**src/rtl/alu_div_seq.sv**
```systemverilog
// alu_div_seq: multi-cycle RV32M DIV/DIVU/REM/REMU sequencer (restoring shift-subtract).
// Optional DIV_EARLY_OUT_EN skips iteration when |a| < |b|.
module alu_div_seq #(
    parameter int WIDTH = 32
) (
    input  logic             clk,
    input  logic             rst_n,
    input  logic             enable_i,
    input  logic [1:0]       div_op_i,
    input  logic [WIDTH-1:0] operand_a_i,
    input  logic [WIDTH-1:0] operand_b_i,
    input  logic             ex_ready_i,
    input  logic             kill_i,
    output logic [WIDTH-1:0] result_o,
    output logic             ready_o,
    output logic             busy_o
);
    localparam int CW = $clog2(WIDTH);

    typedef enum logic [1:0] {IDLE, ITER, FIXUP, DONE} state_t;

    state_t           state, state_next;
    logic [CW-1:0]    cnt;
    logic [WIDTH-1:0] rem_r, quo_r, mag_b_r;
    logic             is_rem_r, neg_q_r, neg_r_r;

    logic             a_neg, b_neg, b_zero, ovf, special, early, accept;
    logic [WIDTH-1:0] mag_a, mag_b, special_res, fix_res;
    logic [WIDTH:0]   shifted, trial;

    assign a_neg   = div_op_i[0] & operand_a_i[WIDTH-1];
    assign b_neg   = div_op_i[0] & operand_b_i[WIDTH-1];
    assign mag_a   = a_neg ? -operand_a_i : operand_a_i;
    assign mag_b   = b_neg ? -operand_b_i : operand_b_i;
    assign b_zero  = operand_b_i == '0;
    assign ovf     = div_op_i[0] && operand_a_i == {1'b1, {(WIDTH-1){1'b0}}} && &operand_b_i;
    assign special = b_zero || ovf;
    assign accept  = state == IDLE && enable_i && !kill_i;
`ifdef DIV_EARLY_OUT_EN
    assign early   = !b_zero && mag_a < mag_b;
`else
    assign early   = 1'b0;
`endif
    // Overflow quotient equals the dividend itself (2^(WIDTH-1)).
    assign special_res = b_zero ? (div_op_i[1] ? operand_a_i : '1)
                                : (div_op_i[1] ? '0 : operand_a_i);

    assign shifted = {rem_r, quo_r[WIDTH-1]};
    assign trial   = shifted - {1'b0, mag_b_r};
    assign fix_res = is_rem_r ? (neg_r_r ? -rem_r : rem_r)
                              : (neg_q_r ? -quo_r : quo_r);

    assign ready_o = state == DONE;
    assign busy_o  = state != IDLE;

    always_ff @(posedge clk or negedge rst_n) begin
        if (!rst_n) state <= IDLE;
        else        state <= state_next;
    end

    always_comb begin
        state_next = state;
        case (state)
            IDLE:    if (accept) state_next = special ? DONE : (early ? FIXUP : ITER);
            ITER:    if (cnt == '0) state_next = FIXUP;
            FIXUP:   state_next = DONE;
            DONE:    if (ex_ready_i) state_next = IDLE;
            default: state_next = IDLE;
        endcase
        if (kill_i) state_next = IDLE;
    end

    always_ff @(posedge clk or negedge rst_n) begin
        if (!rst_n) begin
            cnt      <= '0;
            rem_r    <= '0;
            quo_r    <= '0;
            mag_b_r  <= '0;
            is_rem_r <= 1'b0;
            neg_q_r  <= 1'b0;
            neg_r_r  <= 1'b0;
            result_o <= '0;
        end else if (accept) begin
            cnt      <= CW'(WIDTH-1);
            mag_b_r  <= mag_b;
            is_rem_r <= div_op_i[1];
            neg_q_r  <= a_neg ^ b_neg;
            neg_r_r  <= a_neg;
            rem_r    <= early ? mag_a : '0;
            quo_r    <= early ? '0 : mag_a;
            if (special) result_o <= special_res;
        end else if (state == ITER) begin
            cnt   <= cnt - 1'b1;
            rem_r <= trial[WIDTH] ? shifted[WIDTH-1:0] : trial[WIDTH-1:0];
            quo_r <= {quo_r[WIDTH-2:0], ~trial[WIDTH]};
        end else if (state == FIXUP && !kill_i) begin
            result_o <= fix_res;
        end
    end
endmodule

```
**config.mk**
```make
export PLATFORM = sky130hd
export DESIGN_NAME = alu_div_seq
export DESIGN_NICKNAME = d
export VERILOG_FILES = /design/src/rtl/alu_div_seq.sv
export SDC_FILE = /design/constraint.sdc
export NUM_CORES = 1
export LEC_CHECK = 0
export BUFFER_PORTS_ARGS = -buffer_cell sky130_fd_sc_hd__buf_2
export CELL_PAD_IN_SITES_DETAIL_PLACEMENT = 1
export CELL_PAD_IN_SITES_GLOBAL_PLACEMENT = 2
export CORE_ASPECT_RATIO = 1.5
export CORE_MARGIN = 3
export CORE_UTILIZATION = 30
export DETAILED_ROUTE_END_ITERATION = 8
export PLACE_DENSITY_LB_ADDON = 0.12
export SYNTH_ARGS = -nofsm -noshare
export SYNTH_HDL_FRONTEND = slang
export SYNTH_SLANG_ARGS = --single-unit
```
**constraint.sdc**
```tcl
create_clock -name clk -period 4.3 [get_ports clk]
set_clock_uncertainty 0.05 [all_clocks]
set_input_delay 0.43 -clock clk [delete_from_list [all_inputs] [get_ports clk]]
set_output_delay 0.43 -clock clk [all_outputs]
set_load 0.005 [all_outputs]
```
==> results.cfg, run 1 <==
[run_status]
outcome = finished with violations
violations = negative hold slack

[die]
die_area_um2 = 39700
die_w_um = 164
die_y_um = 243
rows = 86
initial_utilization = 0.304
ios = 105
fp.coreArea_um2 = 36800

[logic_synthesis]
synthArstFlopShare = 1.00
syn_nets = 1515
ys_ff_latch = 138
yosysTopAreaCell = dfrtp_1
synth_common_cells = o21ai_0 (171), nand2_1 (168), dfrtp_1 (138)
synthesis.area_um2 = 11200
yosysTopAreaCellShare = 0.308
ys_warn_count = 0
avgSynthCellArea_um2 = 8.00
synthFlopType = dfrtp_1
synth_edf_count = 0
syn_inst = 1399
seq_area_frac_synth = 0.308
synth_area_leaders = dfrtp_1 (31%), o21ai_0 (7.6%), xnor2_1 (6.3%)
synthMostInstantiatedCell = o21ai_0
ys_types = 72

[routing]
vias = 10400
route.detailed.drc = 0
drt_iter0_drc = 497
wl_per_cell_um = 20.0
drtPass1Iterations = 5
drtAntennaViolNets = 0
routed_wl_mm = 39.5
avgViaCountPerCell = 5.28

[sta]
fin_crit_ps = 3550
relSlewSlack = 0.283
worst_pin_slew_ps = 1080
rsz0062_at_grt = no
hold_viol_final = 7
holdWs_ps = -14.6
slew_viol_final = 0
clock.fmax_mhz = 282
timing.final.crit_share = 0.826
setup_ws_ps = 748
setup-tns-final_ps = 0
final-setup-viol-count = 0

[power_and_ir_drop]
power.density_nw_per_um2 = 883
p_int_uw = 5920
pwr-share-comb = 0.612
p_leak_uw = 0.00541
peakVddDrop_mv = 0.393
pwr-share-clk = 0.146
p_sw_uw = 5500
seq_power_share = 0.241
switching_share = 0.482
power.total_uw = 11400

[placement]
post-place-ws_ps = 641
portBuffers = 104
dpl_cell_area_um2 = 12300
gp_congestion = 0.825
hpwl_mm = 30.6

[layout]
diodes = 0
area_delta_synth_final_pct = 15.5
nNetsFinal = 1594
fin_area_um2 = 12900
fillers = 4549
drive_above_1_share = 0.130

[hold_path]
hp-class = in -> async

[global_routing]
antenna_found_initial = 1
grt_pass1_vias = 11000
grt_pass1_wl_mm = 63.2
grt_max_degree = 79
grt_overflow = 0
track_usage = 0.202

[clock_tree]
clock_latency_ps = 450
htreeDepth = 4
cts_buffers = 17
cts_tree = built
postCtsSetupRepairBufs = 0
root_buffer = clkbuf_16
cts_num_sinks = 138
post_cts_resize_count = 0
path_clk_slew_ps = 60
cts_buffer_depth = 2
postCtsHoldBufs = 0

[setup_path]
path_class = reg -> reg
timing.critical_path.required_ps = 4540
crit_path_max_fanout = 6
r2r_cells = 15
cp_data_arrival_time_ps = 3800
startpoint_type = flip-flop
end_kind = flip-flop

[flow_run]
drv_cap = 0
power by group through the flow:
stage,clock network [uW],logic (uW),registers [uW]
CTS,1710,7080,2770
detailed placement,0,7030,2790
global route,1780,7870,2880
global placement,0,6970,2770
floorplan,0,5160,2420
finish,1670,7000,2750
layout make-up:
cell class | count | area (um2) | area share
inverter | 66 | 248 | 0.0192
clock inverter | 12 | 195 | 0.0151
tap | 484 | 606 | 0.0468
multi-input combinational | 1121 | 7210 | 0.558
timing repair buffer | 134 | 764 | 0.0591
clock buffer | 19 | 453 | 0.0350
sequential | 138 | 3450 | 0.267
metrics by stage:
stage,util,instances
6_report,0.351,1974
3_5_place_dp,0.334,1943
3_3_place_gp,0.334,1943
5_1_grt,0.351,1974
4_1_cts,0.351,1974
2_1_floorplan,-,1399
critical path: stages (launching register included):
cell	delay, ps
dfrtp_1	470
inv_1	80
ha_1	230
fa_1	400
nor2b_1	220
o31ai_1	100
buf_4	160
a2111oi_0	360
buf_4	200
o31a_1	150
nor2_1	120
xor2_1	180
buf_4	200
and2_1	150
a41oi_1	210
o22ai_1	120
sequential cells by signal (all words and copies together) (netlist names):
name / flops
result_o: 32
cnt: 5
neg_q_r: 1
neg_r_r: 1
rem_r: 32
is_rem_r: 1
quo_r: 32
mag_b_r: 32
state: 2
cell usage in the layout (no fill, tap or decap), drive strengths merged, types with 6 or more instances in the layout:
master    n
o21ai   181
nand2   169
dfrtp   138
buf     134
a21oi   117
nor2     90
xnor2    81
xor2     67
inv      67
mux2i    48
ha       44
o31ai    32
nor3     24
a211oi   22
a21o     20
or3      20
clkbuf   19
a31oi    17
or4      17
o211ai   16
nand3    15
nand4    15
nor2b    14
o41ai    14
nor4     11
nand2b   10
or2       8
a221oi    7
o22ai     6
routing by layer:
metal,part of all wire,vias to the layer above,GRT usage,wire (um)
li1,-,5175,-,-
met1,0.44,5072,0.256,17500
met2,0.51,152,0.363,20300
met3,0.028,30,0.0220,1110
met4,0.014,2,0.0510,561
met5,0.00033,-,0,13
cells by family (layout without fill, tap and decap cells):
logic type,Yosys count,in the layout,share of synthesized area
AOI/OAI and AO/OA,468,468,0.256
and+or+nand+nor,410,410,0.174
xor gates and xnor gates,148,148,0.116
buffers and inverters,140,231,0.0498
DFF,138,138,0.308
muxes,50,50,0.0449
adders and majority gates,45,45,0.0510
final timing paths:
| check | from | to | slack (ps) |
|---|---|---|---|
| min in group clk | div_op_i[1] | is_rem_r | 250 |
| setup reg to reg | quo_r[31] | rem_r[26] | 750 |
| hold / removal | rst_n | quo_r[5] | -10 |
| max in group asynchronous | rst_n | rem_r[21] | 3240 |
| hold reg to reg | result_o[8] | result_o[8] | 420 |
| setup / recovery | quo_r[31] | rem_r[26] | 750 |
Power figures use the tool's default switching activity.
==> run 2, diff against run 1 <==
==> constraint.sdc (replaced) <==
create_clock -name clk -period 3.7 [get_ports clk]
set_clock_uncertainty 0.05 [all_clocks]
set_input_delay 0.37 -clock clk [delete_from_list [all_inputs] [get_ports clk]]
set_output_delay 0.37 -clock clk [all_outputs]
set_load 0.005 [all_outputs]
==> run 2 against run 1 <==
The run now ends clean. Sequential share of layout area fell by 0.40 points. Critical path type unchanged. Die area did not move. Final cell count rose by 1.1%. Total power rose by 17%.
==> results.cfg, run 2 (synthesis gave the netlist of run 1 again) <==
[clock_tree]
root_buffer = clkbuf_16
path_clk_slew_ps = 60
cts_buffer_depth = 2
clock_latency_ps = 450
post_cts_resize_count = 0
cts_buffers = 17
cts_num_sinks = 138
htreeDepth = 4
cts_tree = built

[sta]
hold_viol_final = 0
timing.final.crit_share = 0.897
final-setup-viol-count = 0
setup_ws_ps = 380
holdWs_ps = 188
worst_pin_slew_ps = 1090
relSlewSlack = 0.271
slew_viol_final = 0
fin_crit_ps = 3320
setup-tns-final_ps = 0
clock.fmax_mhz = 301
rsz0062_at_grt = no

[power_and_ir_drop]
pwr-share-clk = 0.143
switching_share = 0.480
peakVddDrop_mv = 0.465
p_int_uw = 6980
p_sw_uw = 6440
p_leak_uw = 0.00552
pwr-share-comb = 0.626
seq_power_share = 0.231
power.density_nw_per_um2 = 1020

[setup_path]
end_kind = flip-flop
r2r-start = rem_r[17]
startpoint_type = flip-flop
cp_data_arrival_time_ps = 3600
path_class = reg -> reg
reg2reg_slack_ps = 380
timing.critical_path.required_ps = 3980
crit_path_max_fanout = 8
critPathLaunch = rem_r[17]

[routing]
drtPass1Iterations = 4
avgViaCountPerCell = 5.27
route.detailed.drc = 0
drtAntennaViolNets = 0
routed_wl_mm = 39.4
vias = 10500
drt_iter0_drc = 464
wl_per_cell_um = 19.7

[die]
initial_utilization = 0.304
fp.coreArea_um2 = 36800
die_area_um2 = 39700
rows = 86
die_w_um = 164
ios = 105
die_y_um = 243

[placement]
post-place-ws_ps = 262
portBuffers = 104
gp_congestion = 0.822
hpwl_mm = 30.6
dpl_cell_area_um2 = 12500

[global_routing]
track_usage = 0.201
grt_pass1_vias = 11200
grt_max_degree = 116
grt_pass1_wl_mm = 63.1
antenna_found_initial = 0
grt_overflow = 0

[layout]
final_cell_mix = o21ai_0 (171), nand2_1 (168), dfrtp_1 (138)
fin_area_um2 = 13100
drive_above_1_share = 0.142
area_delta_synth_final_pct = 17.3
fillers = 4485
diodes = 0
nNetsFinal = 1615
layout_commonest_cell = o21ai_0
finish.utilization = 0.357

[hold_path]
hp-class = in -> reg
worstHoldStart = operand_a_i[0]

[flow_run]
drv_cap = 0

[run_status]
outcome = finished clean
[run 2: cell types whose count changed in the layout (fill, tap and decap cells not counted)]
cell	before	now
inv_6	1	0
clkbuf_8	2	4
dlygate4sd3_1	0	1
clkinvlp_4	1	3
buf_12	1	4
clkinv_2	4	3
bufinv_16	5	4
buf_4	29	46
[run 2: layout make-up]
class / count / area, um2 / area share
Timing Repair Buffer: 155 / 962 / 0.0733
Clock inverter: 11 / 166 / 0.0127
Tap cell: 484 / 606 / 0.0461
Multi-Input combinational cell: 1121 / 7210 / 0.549
Inverter: 66 / 248 / 0.0189
Sequential cell: 138 / 3450 / 0.263
Clock buffer: 21 / 480 / 0.0366
[run 2: worst paths after layout]
check                                     to  depth (start not counted)
worst min register to register  result_o[28]                          1
worst max-delay path            result_o[31]                          8
max in group asynchronous          rem_r[30]                          3
worst max register to register  result_o[31]                          8
worst min-delay path                quo_r[0]                          3
min in group asynchronous        result_o[7]                          2
[run 2: routing by layer]
layer  global-route usage  wire length [um]  vias up  share of wire
li1                     -                 -     5211              -
met5                    0                 0        -              0
met1                0.254             17600     5135           0.45
met4               0.0662               871        0          0.022
met2                0.359             20100      144           0.51
met3               0.0178               792       38          0.020
[run 2: per-stage QoR]
stage                     cells  total power (uW)
after global routing       1996             14700
after CTS                  1996             13600
after detailed placement   1963             11600
final                      1996             13400
after global placement     1963             11500
after floorplan            1399              8820
[run 2: critical path: stages, from the launching register on]
cell and delay (ps):
dfrtp_1 510, or4_1 540, or3_1 350, or4_1 650, o41ai_1 460, xor2_1 240, o21ai_0 100, a21oi_1 220
o21ai_1 80
[run 2: what timing repair did]
action	CTS	global route
hold endpoints to repair	1	0
hold buffers	1	0
buffers inserted	0	0
endpoints found under the setup margin	0	0
[run 2: power by group through the flow]
| stage | sequential (uW) | combinational, uW | clock, uW |
|---|---|---|---|
| 6_report | 3100 | 8390 | 1910 |
| 3_5_place_dp | 3140 | 8440 | 0 |
| 4_1_cts | 3120 | 8490 | 1970 |
| 2_1_floorplan | 2810 | 6000 | 0 |
| 5_1_grt | 3250 | 9410 | 2020 |
| 3_3_place_gp | 3110 | 8350 | 0 |
==> run 3, diff against run 2 <==
==> config.mk (replaced) <==
export PLATFORM = sky130hd
export DESIGN_NAME = alu_div_seq
export DESIGN_NICKNAME = d
export VERILOG_FILES = /design/src/rtl/alu_div_seq.sv
export SDC_FILE = /design/constraint.sdc
export NUM_CORES = 1
export LEC_CHECK = 0
export BUFFER_PORTS_ARGS = -buffer_cell sky130_fd_sc_hd__buf_4
export CELL_PAD_IN_SITES_DETAIL_PLACEMENT = 0
export CELL_PAD_IN_SITES_GLOBAL_PLACEMENT = 1
export CORE_ASPECT_RATIO = 1.5
export CORE_MARGIN = 3
export CORE_UTILIZATION = 30
export DETAILED_ROUTE_END_ITERATION = 8
export PLACE_DENSITY_LB_ADDON = 0.12
export SYNTH_ARGS = -nofsm -noshare
export SYNTH_HDL_FRONTEND = slang
export SYNTH_SLANG_ARGS = --single-unit
export TNS_END_PERCENT = 100
==> run 3 against run 2 <==
Final area grew 2.0%. Non-clock buffer count grew 3. Final cell count grew 0.15%. Critical path depth rose by 5. Via count shrank 0.76%. Sequential share of layout area down 0.51 points. Wire length is 2.7% lower. First-iteration DRC count is 12% higher. Die area is the same. Clock power hardly changed. Critical endpoint is now rem_r[13]. Largest power group unchanged.
==> results.cfg, run 3 (synthesis gave the netlist of run 1 again) <==
[run_status]
outcome = finished clean

[layout]
nNetsFinal = 1618
seqCellArea_um2 = 3450
final_cell_mix = o21ai_0 (171), nand2_1 (168), buf_4 (153)
drive_above_1_share = 0.143
fin_area_um2 = 13400
diodes = 0
area_delta_synth_final_pct = 19.6
multi_input_area_um2 = 7210
layout_commonest_cell = o21ai_0
fillers = 3911

[power_and_ir_drop]
peakVddDrop_mv = 0.606
power.total_uw = 13400
power.density_nw_per_um2 = 998
p_leak_uw = 0.00560

[hold_path]
worstHoldPathCells = 2
worstHoldStart = kill_i
hp-class = in -> reg
whs_endpoint = state[1]

[die]
die_area_um2 = 39700
die_w_um = 164
rows = 86
die_y_um = 243
ios = 105
initial_utilization = 0.304
fp.coreArea_um2 = 36800

[placement]
gp_congestion = 0.822
dpl_cell_area_um2 = 12700
portBuffers = 104
post-place-ws_ps = 324
hpwl_mm = 29.6

[setup_path]
timing.critical_path.required_ps = 3950
r2r_cells = 13
reg2reg_to = rem_r[13]
cp_data_arrival_time_ps = 3520
startpoint_type = flip-flop
r2r-start = quo_r[31]
path_class = reg -> reg
end_kind = flip-flop
reg2reg_slack_ps = 430
crit_path_max_fanout = 16

[sta]
slew_viol_final = 0
setup_ws_ps = 428
rsz0062_at_grt = no
timing.final.crit_share = 0.884
worst_pin_slew_ps = 884
setup-tns-final_ps = 0
relSlewSlack = 0.411
fin_crit_ps = 3270
final-setup-viol-count = 0
holdWs_ps = 123
hold_viol_final = 0
clock.fmax_mhz = 306

[clock_tree]
htreeDepth = 4
cts_buffers = 17
cts_tree = built
postCtsSetupRepairBufs = 0
cts_buffer_depth = 2
clock_latency_ps = 450
root_buffer = clkbuf_16
path_clk_slew_ps = 60
cts_num_sinks = 138

[global_routing]
grt_pass1_vias = 10600
grt_max_degree = 82
grt_pass1_wl_mm = 60.5
grt_overflow = 0
antenna_found_initial = 0
track_usage = 0.195

[routing]
vias = 10400
avgViaCountPerCell = 5.23
route.detailed.drc = 0
wl_per_cell_um = 19.2
drt_iter0_drc = 518
drtAntennaViolNets = 0
routed_wl_mm = 38.3
drtPass1Iterations = 5

[flow_run]
drv_cap = 0
[run 3: critical path: stages (launching register included)]
cell       delay [ps]
dfrtp_1           360
inv_1              50
ha_1              220
fa_1              390
nor2b_1           240
o31ai_1           140
a2111oi_0         380
buf_4             200
o31a_1            130
nor2_1             90
xnor2_2           350
buf_12            230
mux2i_1           210
a211oi_1           90
[run 3: timing repair]
| item | in CTS | in global routing |
|---|---|---|
| hold buffers | 1 | 0 |
| endpoints found under the hold margin | 75 | 0 |
| endpoints found under the setup margin | 0 | 0 |
| gates resized for setup | 0 | 0 |
[run 3: metal layers]
layer  wire length [um]  GRT usage  vias to the layer above
li1                   -          -                     5225
met1              16800      0.241                     4997
met2              19700      0.347                      191
met3               1020     0.0277                       35
met4                781     0.0595                        0
met5                  0          0                        -
[run 3: worst max-delay path by stage]
stage / start / to / slack (ps) / cells past startpoint
floorplan: quo_r[31] / rem_r[18] / 450 / 12
detailed placement: operand_a_i[4] / result_o[19] / 320 / 10
global route: quo_r[31] / rem_r[13] / 170 / 13
finish: quo_r[31] / rem_r[13] / 430 / 13
global placement: operand_a_i[4] / result_o[19] / 430 / 10
CTS: quo_r[31] / rem_r[13] / 380 / 13
[run 3: stage by stage]
stage | utilization | cells
global route | 0.364 | 1999
global placement | 0.346 | 1966
floorplan | - | 1399
detailed placement | 0.346 | 1966
finish | 0.364 | 1999
CTS | 0.364 | 1999
[run 3: report_power, final]
group | internal [uW] | leakage, uW | total (uW) | switching, uW
sequential | 2220 | 0.00170 | 3080 | 860
combinational | 3640 | 0.00360 | 8400 | 4770
clock | 1180 | 0.000309 | 1880 | 704
[run 3: area by class of cell]
type	count	area share
inverter	66	0.0185
sequential	138	0.258
multi-input combinational	1121	0.539
clock buffer	21	0.0351
clock inverter	11	0.0125
timing repair buffer	158	0.0919
tap	484	0.0452
